File: src/rtl/pps_disciplined_divider.sv
// 1 Hz local timebase from the system clock, disciplined to GPS PPS.
// Measures PPS intervals, aligns ticks to accepted edges, holds over on loss.
module pps_disciplined_divider #(
  parameter int WIDTH      = 28,
  parameter int NOMINAL    = 50000000,
  parameter int TOL        = 5000,
  parameter int MISS_LIMIT = 3
) (
  input  logic             clock,
  input  logic             rst,
  input  logic             pps_in,
  output logic             tick_out,
  output logic             pps_valid,
  output logic [WIDTH-1:0] period,
  output logic [WIDTH-1:0] phase,
  output logic             locked,
  output logic             holdover
);

  localparam int MW = $clog2(MISS_LIMIT + 1);

  localparam logic [WIDTH-1:0] ONE     = WIDTH'(1);
  localparam logic [WIDTH-1:0] NOM_M   = WIDTH'(NOMINAL);
  localparam logic [WIDTH-1:0] TOL_M   = WIDTH'(TOL);
  localparam logic [WIDTH-1:0] TOL1_M  = WIDTH'(TOL + 1);
  localparam logic [WIDTH-1:0] HI_M    = WIDTH'(NOMINAL + TOL);
  localparam logic [WIDTH:0]   LO_W    = (WIDTH+1)'(NOMINAL - TOL);
  localparam logic [WIDTH:0]   HI_W    = (WIDTH+1)'(NOMINAL + TOL);
  localparam logic [MW-1:0]    LIMIT_M = MW'(MISS_LIMIT);
  localparam logic [MW-1:0]    MISS1_M = MW'(1);

  typedef enum logic [1:0] {
    UNLOCKED,
    LOCKED,
    HOLDOVER
  } state_t;

  state_t           state_q, state_d;
  logic             sync1_q, sync1_d;
  logic             sync2_q, sync2_d;
  logic             sync3_q, sync3_d;
  logic             edge_q, edge_d;
  logic [WIDTH-1:0] meas_q, meas_d;
  logic [WIDTH-1:0] phase_q, phase_d;
  logic [WIDTH-1:0] period_q, period_d;
  logic [1:0]       good_q, good_d;
  logic [MW-1:0]    miss_q, miss_d;
  logic             first_q, first_d;
  logic             tick_q, tick_d;
  logic             valid_q, valid_d;
  logic             locked_q, locked_d;
  logic             hold_q, hold_d;

  logic [WIDTH:0]   interval;
  logic [MW-1:0]    miss_inc;
  logic             pps_edge;
  logic             in_range;
  logic             early;
  logic             nat_tick;
  logic             timeout;
  logic             near_start;
  logic             near_end;

  always_comb begin
    sync1_d = pps_in;
    sync2_d = sync1_q;
    sync3_d = sync2_q;
    edge_d  = sync2_q & ~sync3_q;
  end

  assign pps_edge   = edge_q;
  assign interval   = {1'b0, meas_q} + {1'b0, ONE};
  assign in_range   = (interval >= LO_W) && (interval <= HI_W);
  assign early      = interval < LO_W;
  assign nat_tick   = phase_q == (period_q - ONE);
  assign timeout    = meas_q == HI_M;
  assign near_start = phase_q <= TOL_M;
  assign near_end   = phase_q >= (period_q - TOL1_M);
  assign miss_inc   = miss_q + MISS1_M;

  always_comb begin
    state_d  = state_q;
    phase_d  = phase_q + ONE;
    period_d = period_q;
    good_d   = good_q;
    miss_d   = miss_q;
    first_d  = first_q;
    tick_d   = 1'b0;
    valid_d  = 1'b0;
    if (pps_edge) begin
      meas_d = '0;
    end else if (&meas_q) begin
      meas_d = meas_q;
    end else begin
      meas_d = meas_q + ONE;
    end

    unique case (state_q)
      UNLOCKED: begin
        if (nat_tick) begin
          tick_d  = 1'b1;
          phase_d = '0;
        end
        if (pps_edge) begin
          if (!first_q) begin
            first_d = 1'b1;
          end else if (in_range) begin
            good_d   = good_q + 2'd1;
            period_d = interval[WIDTH-1:0];
            // second good interval: lock and realign to this edge
            if (good_q == 2'd1) begin
              state_d = LOCKED;
              tick_d  = 1'b1;
              valid_d = 1'b1;
              phase_d = '0;
            end
          end else begin
            good_d = '0;
          end
        end
      end
      LOCKED: begin
        if (pps_edge && in_range) begin
          tick_d   = 1'b1;
          valid_d  = 1'b1;
          period_d = interval[WIDTH-1:0];
          phase_d  = '0;
        end else if (pps_edge && early) begin
          state_d = UNLOCKED;
          good_d  = '0;
          first_d = 1'b0;
        end else if (timeout) begin
          tick_d  = 1'b1;
          phase_d = '0;
          miss_d  = MISS1_M;
          state_d = HOLDOVER;
        end
      end
      HOLDOVER: begin
        if (pps_edge && (near_start || near_end)) begin
          // late-side edge supplies the tick; early-side one already had it
          tick_d  = near_end;
          valid_d = 1'b1;
          phase_d = '0;
          miss_d  = '0;
          state_d = LOCKED;
        end else if (nat_tick) begin
          tick_d  = 1'b1;
          phase_d = '0;
          miss_d  = miss_inc;
          if (miss_inc >= LIMIT_M) begin
            state_d = UNLOCKED;
            good_d  = '0;
            first_d = 1'b0;
          end
        end
      end
      default: begin
        state_d = UNLOCKED;
      end
    endcase

    locked_d = state_d == LOCKED;
    hold_d   = state_d == HOLDOVER;
  end

  always_ff @(posedge clock) begin
    if (rst) begin
      state_q  <= UNLOCKED;
      sync1_q  <= 1'b0;
      sync2_q  <= 1'b0;
      sync3_q  <= 1'b0;
      edge_q   <= 1'b0;
      meas_q   <= '0;
      phase_q  <= '0;
      period_q <= NOM_M;
      good_q   <= '0;
      miss_q   <= '0;
      first_q  <= 1'b0;
      tick_q   <= 1'b0;
      valid_q  <= 1'b0;
      locked_q <= 1'b0;
      hold_q   <= 1'b0;
    end else begin
      state_q  <= state_d;
      sync1_q  <= sync1_d;
      sync2_q  <= sync2_d;
      sync3_q  <= sync3_d;
      edge_q   <= edge_d;
      meas_q   <= meas_d;
      phase_q  <= phase_d;
      period_q <= period_d;
      good_q   <= good_d;
      miss_q   <= miss_d;
      first_q  <= first_d;
      tick_q   <= tick_d;
      valid_q  <= valid_d;
      locked_q <= locked_d;
      hold_q   <= hold_d;
    end
  end

  assign tick_out  = tick_q;
  assign pps_valid = valid_q;
  assign period    = period_q;
  assign phase     = phase_q;
  assign locked    = locked_q;
  assign holdover  = hold_q;

endmodule

File: config.mk
export PLATFORM = sky130hd
export DESIGN_NAME = pps_disciplined_divider
export DESIGN_NICKNAME = d
export VERILOG_FILES = /design/src/rtl/pps_disciplined_divider.sv
export SDC_FILE = /design/constraint.sdc
export NUM_CORES = 1
export LEC_CHECK = 0
export ABC_AREA = 1
export BUFFER_PORTS_ARGS = -buffer_cell sky130_fd_sc_hd__buf_2
export CORE_UTILIZATION = 47
export DETAILED_ROUTE_END_ITERATION = 10
export HOLD_SLACK_MARGIN = 0.03
export PLACE_DENSITY_LB_ADDON = 0.08
export SYNTH_ARGS = -nofsm -noshare
export SYNTH_HDL_FRONTEND = slang
export SYNTH_SLANG_ARGS = --single-unit
File: constraint.sdc
create_clock -name clock -period 4.79 [get_ports clock]
set_input_delay 0.958 -clock clock [delete_from_list [all_inputs] [get_ports clock]]
set_output_delay 0.958 -clock clock [all_outputs]
set_load 0.005 [all_outputs]
# Word-level counts from Yosys, hierarchy flattened
# Index checks and enable logic that the tools add are counted.
[totals]
regBits = 99
input_bits = 3
out_inout_bits = 60
word_cells = 129
[op_classes]
n_addsub = 7
n_lt_le_gt_ge = 6
eq_ne = 19
muxes = 65
n_bitwise = 2
n_reduce_logical = 15
[ops]
columns = ["op", "count"]
rows = [
  ["2-to-1 mux 28 bit", 13],
  ["one-hot mux 28 bit (3 select lines)", 1],
  ["adder 28 x 1 -> 28 bit (second input constant)", 2],
  ["one-hot mux 28 bit (2 select lines)", 1],
  ["2-to-1 mux 2 bit", 23],
  ["adder 28 x 1 -> 29 bit (second input constant)", 1],
  [">= comparator 29 x 26 -> 1 bit (second input constant)", 1],
  ["less-or-equal comparator 29 x 26 -> 1 bit (second input constant)", 1],
  ["less-than comparator 29 x 26 -> 1 bit (second input constant)", 1],
  ["equality test 28 x 26 -> 1 bit (second input constant)", 1],
  ["equality test 28 bit", 1],
  [">= comparator 28 bit", 1],
  ["less-or-equal comparator 28 x 13 -> 1 bit (second input constant)", 1],
  ["AND reduction 28 bit", 1],
  ["subtractor 28 x 1 -> 28 bit (second input constant)", 1],
  ["subtractor 28 x 13 -> 28 bit (second input constant)", 1],
  ["inequality test 2 bit (second input constant)", 11],
  ["2-to-1 mux 1 bit", 21],
  ["one-hot mux 2 bit (3 select lines)", 2],
  ["AND reduction 5 bit", 2],
  ["one-hot mux 1 bit (3 select lines)", 3],
  ["AND reduction 8 bit", 1],
  ["AND reduction 7 bit", 1],
  ["equality test 2 x 1 -> 1 bit (second input constant)", 3],
  ["13 further kinds", 19],
]

# Depth between registers and ports, before layout
[logic_depth]
depth_word = 8
ltp_mapped = 30

# Worst setup path after synthesis
# No wires, ideal clock.
[synth_path]
kind = "register -> register"
startpoint = "reg period_q[2] (netlist: period[2])"
endpoint = "reg phase_q[15] (netlist: phase[15])"
setup_time_ns = 0.119
t_arrival_ns = 3.234
required_ns = 4.671
setup_slack_ns = 1.438
stages_incl_launch_ff = 26
synth_period_minus_slack_ns = 3.352
path_cell_list = "dfxtp_1 > nor2_1 > nand2_1 > nand2_1 > inv_1 > o211ai_1 > a21oi_1 > nor4_1 > nand2_1 > xnor2_1 > inv_1 > ha_1 > nand2_1 > nor2_1 > nand2_1 > o211ai_1 > a31oi_1 > nand4_1 > nand2_1 > nand3_1 > nand2_1 > inv_1 > nand3_2 > nand2_4 > buf_8 > nor2_2"
[synth_between]
elab_chain_len = 8
elab_cells_between_ends = 13
classes_between = "add/sub (2); order compare (1); eq/ne (1); mux (7); reduce/logical (2)"
[synth_rtl]
columns = ["item", "line", "rtl"]
rows = [
  ["from (decl)", "45", "logic [WIDTH-1:0] period_q, period_d;"],
  ["from (signal assigned)", "192", "period_q <= period_d;"],
  ["branches (longest 7 deep; another with subtractor 28 x 13 -> 28 bit)", "n/a", ""],
  ["one-hot mux 28 bit (3 select lines) *", "98", "unique case (state_q)"],
  ["to (signal assigned)", "191", "phase_q <= phase_d;"],
  ["to (decl)", "44", "logic [WIDTH-1:0] phase_q, phase_d;"],
]
# Every way passes the cells marked *.
# A chain may end at the register's enable or synchronous reset.

# Worst setup path after layout
[layout_path]
startpoint = "reg period_q[2] (netlist: period[2])"
endpoint = "reg phase_q[3] (netlist: phase[3])"
# Same word-level chain as after synthesis.

==> flow_metrics.env <==
export IMPL_gp_congestion=0.913
export IMPL_reg2reg_depth=23
export IMPL_num_rows=46
export IMPL_cts_buffers=9
export IMPL_finalSetupTns_ns=0
export IMPL_fin_crit_sh_pct=83.4
export IMPL_setup_viol_count_final=0
export IMPL_path_clk_slew_ns=0.07
export IMPL_pwr_density_cell_nw_per_um2=194
export IMPL_crit_required_ns=5.03
export IMPL_clock_sinks=99
export IMPL_start_kind="flip-flop"
export IMPL_max_cap_viol_count=0
export IMPL_grt_pass1_vias=7159
export IMPL_port_buffers=62
export IMPL_root_buffer="clkbuf_16"
export IMPL_dr_pass1_iters=4
export IMPL_layout_nets=1292
export IMPL_placed_cell_area_um2=8040
export IMPL_synth_net_count=1240
export IMPL_cts_tree="done"
export IMPL_die_h_um=129
export IMPL_yosysTopAreaCell="dfxtp_1"
export IMPL_synth_edf_count=0
export IMPL_cp_max_fo=25
export IMPL_async_flop_share_pct=0
export IMPL_endpoint_kind="flip-flop"
export IMPL_relSlewSlack_pct=37.7
export IMPL_post_drt_wl_per_cell_um=14.3
export IMPL_status="complete, no violations"
export IMPL_grt_ovfl_total=0
export IMPL_fin_area_um2=8330
export IMPL_total_power_uw=1620
export IMPL_grt_pass1_wl_um=35100
export IMPL_synthTopCellsByCount="290 x nand2_1, 178 x nor2_1, 143 x inv_1"
export IMPL_max_vdd_ir_drop_v=0.000161
export IMPL_critical_path_arrival_ns=4.23
export IMPL_ys_seq_area_share_pct=26.2
export IMPL_synth_area_um2=7570
export IMPL_grt_max_degree=35
export IMPL_die_x_um=129
export IMPL_tightestPinTransition_ns=0.934
export IMPL_r2r_end="phase[3]"
export IMPL_syn_inst=1197
export IMPL_yosysMostFrequentCell="nand2_1"
export IMPL_synthTopCellsByArea="dfxtp_1 26%, nand2_1 14%, nor2_1 8.8%"
export IMPL_r2r_start="period[2]"
export IMPL_final_core_util_pct=52.6
export IMPL_leakage_uw=0.00378
export IMPL_track_usage_pct=27.1
export IMPL_dieArea_um2=16600
export IMPL_cts_setup_buffers=0
export IMPL_hold_path_startpoint="sync3_q"
export IMPL_rsz0062_at_grt="false"
export IMPL_max_freq_mhz=250
export IMPL_antenna_found_initial=0
export IMPL_synth_ff_type="dfxtp_1"
export IMPL_drc=0
export IMPL_min_period_ns=3.99
export IMPL_min_path_cells=1
export IMPL_yosys_warnings=0
export IMPL_drt_iter0_markers=355
export IMPL_diodes=0
export IMPL_start_util_pct=47.8
export IMPL_viasPerCell=5.11
export IMPL_crit_type="reg -> reg"
export IMPL_vias=7516
export IMPL_clk_latency_ns=0.36
export IMPL_min_to="edge_q"
export IMPL_hpwl_um=17100
export IMPL_area_delta_synth_final_pct=10.0
export IMPL_clock_skew_ns=0.00876
export IMPL_holdCritPathClass="reg -> reg"
export IMPL_holdBufCountCts=0
export IMPL_drive_above_1_share_pct=12.2
export IMPL_syn_avg_cell_area_um2=6.32
export IMPL_hold_violations=0
export IMPL_ys_types=41
export IMPL_clockBufferDepth=2
export IMPL_detail_route_wirelength_um=21100
export IMPL_core_um2=15800
export IMPL_ys_ff_latch=99
export IMPL_slew_viol_final=0
export IMPL_ctsResizeCount=0
export IMPL_htree_levels=3
export IMPL_num_io_pins=63
export IMPL_yosysTopAreaCellShare_pct=26.2
export IMPL_reg2reg_slack_ns=0.80
export IMPL_antenna_left=0
[logic make-up (layout without fill, tap and decap cells)]
kind of cell | count (synthesis) | count (layout) | synth area share (%)
DFF | 99 | 99 | 26.2
adders and majority gates | 40 | 40 | 6.61
buffers and inverters | 173 | 230 | 9.12
xor gates and xnor gates | 75 | 75 | 8.78
AOI/OAI and AO/OA | 122 | 122 | 8.51
and+or+nand+nor | 688 | 688 | 40.8
[worst max-delay path, stage by stage (launching register included)]
cell,delay [ns]
dfxtp_1,0.38
nor2_1,0.19
nand2_1,0.14
nand2_1,0.15
inv_1,0.07
o211ai_1,0.23
a21oi_1,0.21
nor3_1,0.27
xor2_1,0.17
inv_1,0.05
ha_1,0.28
nand2_1,0.08
nor2_1,0.12
nand2_1,0.07
nor4_1,0.28
nand4_1,0.17
nand4_1,0.16
nand2_1,0.08
nand3_1,0.11
nand2_1,0.05
inv_1,0.06
nand3_2,0.12
nand2_4,0.33
nor2_1,0.07
[routing by layer]
metal / GRT usage [%] / vias up / wire [um]
met1: 33.5 / 3352 / 9640
met4: 11.7 / 0 / 675
met2: 46.3 / 168 / 9750
li1: - / 3950 / -
met3: 4.49 / 46 / 1000
met5: 0 / - / 0
[worst max-delay path by stage]
| stage | startpoint | endpoint | slack [ns] | depth (start not counted) |
|---|---|---|---|---|
| after floorplan | period[2] | phase[15] | 1.44 | 25 |
| after global placement | period[2] | phase[4] | 0.98 | 24 |
| after detailed placement | period[2] | phase[2] | 0.81 | 23 |
| after CTS | period[2] | phase[0] | 0.79 | 23 |
| after global routing | period[2] | phase[2] | 0.24 | 24 |
| final | period[2] | phase[3] | 0.80 | 23 |
[cell usage in the layout (no fill, tap or decap), drive strengths merged, types with 9 or more instances in the layout]
master	count
xor2	57
inv	153
a21oi	64
clkbuf	10
xnor2	18
nor3	21
nor2	220
buf	63
dfxtp	99
nand3b	9
o21ai	45
nor4	11
ha	40
nand4	31
nand3	86
nand2	304
[state kept, by name, summed over array words and instances (netlist names), 2 cells and up]
name     flops
meas_q      28
period      28
phase       28
good_q       2
miss_q       2
state_q      2
[cell type report]
cell class / instances / area (um2)
Timing Repair Buffer: 63 / 318
Multi-Input combinational cell: 925 / 4900
Clock buffer: 10 / 239
Clock inverter: 6 / 53.8
Inverter: 151 / 569
Tap cell: 216 / 270
Fill cell: 1675 / 7500
Sequential cell: 99 / 1980
[where the power goes]
part	internal [uW]	switching, uW
registers	828	8.46
clock network	376	357
logic	14.5	35.7
total	1220	401
[per-stage QoR]
step,worst slack [ns],hold slack [ns],std cells
finish,0.797,0.405,1470
global route,0.243,0.437,1470
CTS,0.789,0.408,1470
detailed placement,0.811,0.397,1454
global placement,0.984,0.378,1454
floorplan,1.44,0.373,1197
Power figures use the tool's default switching activity.
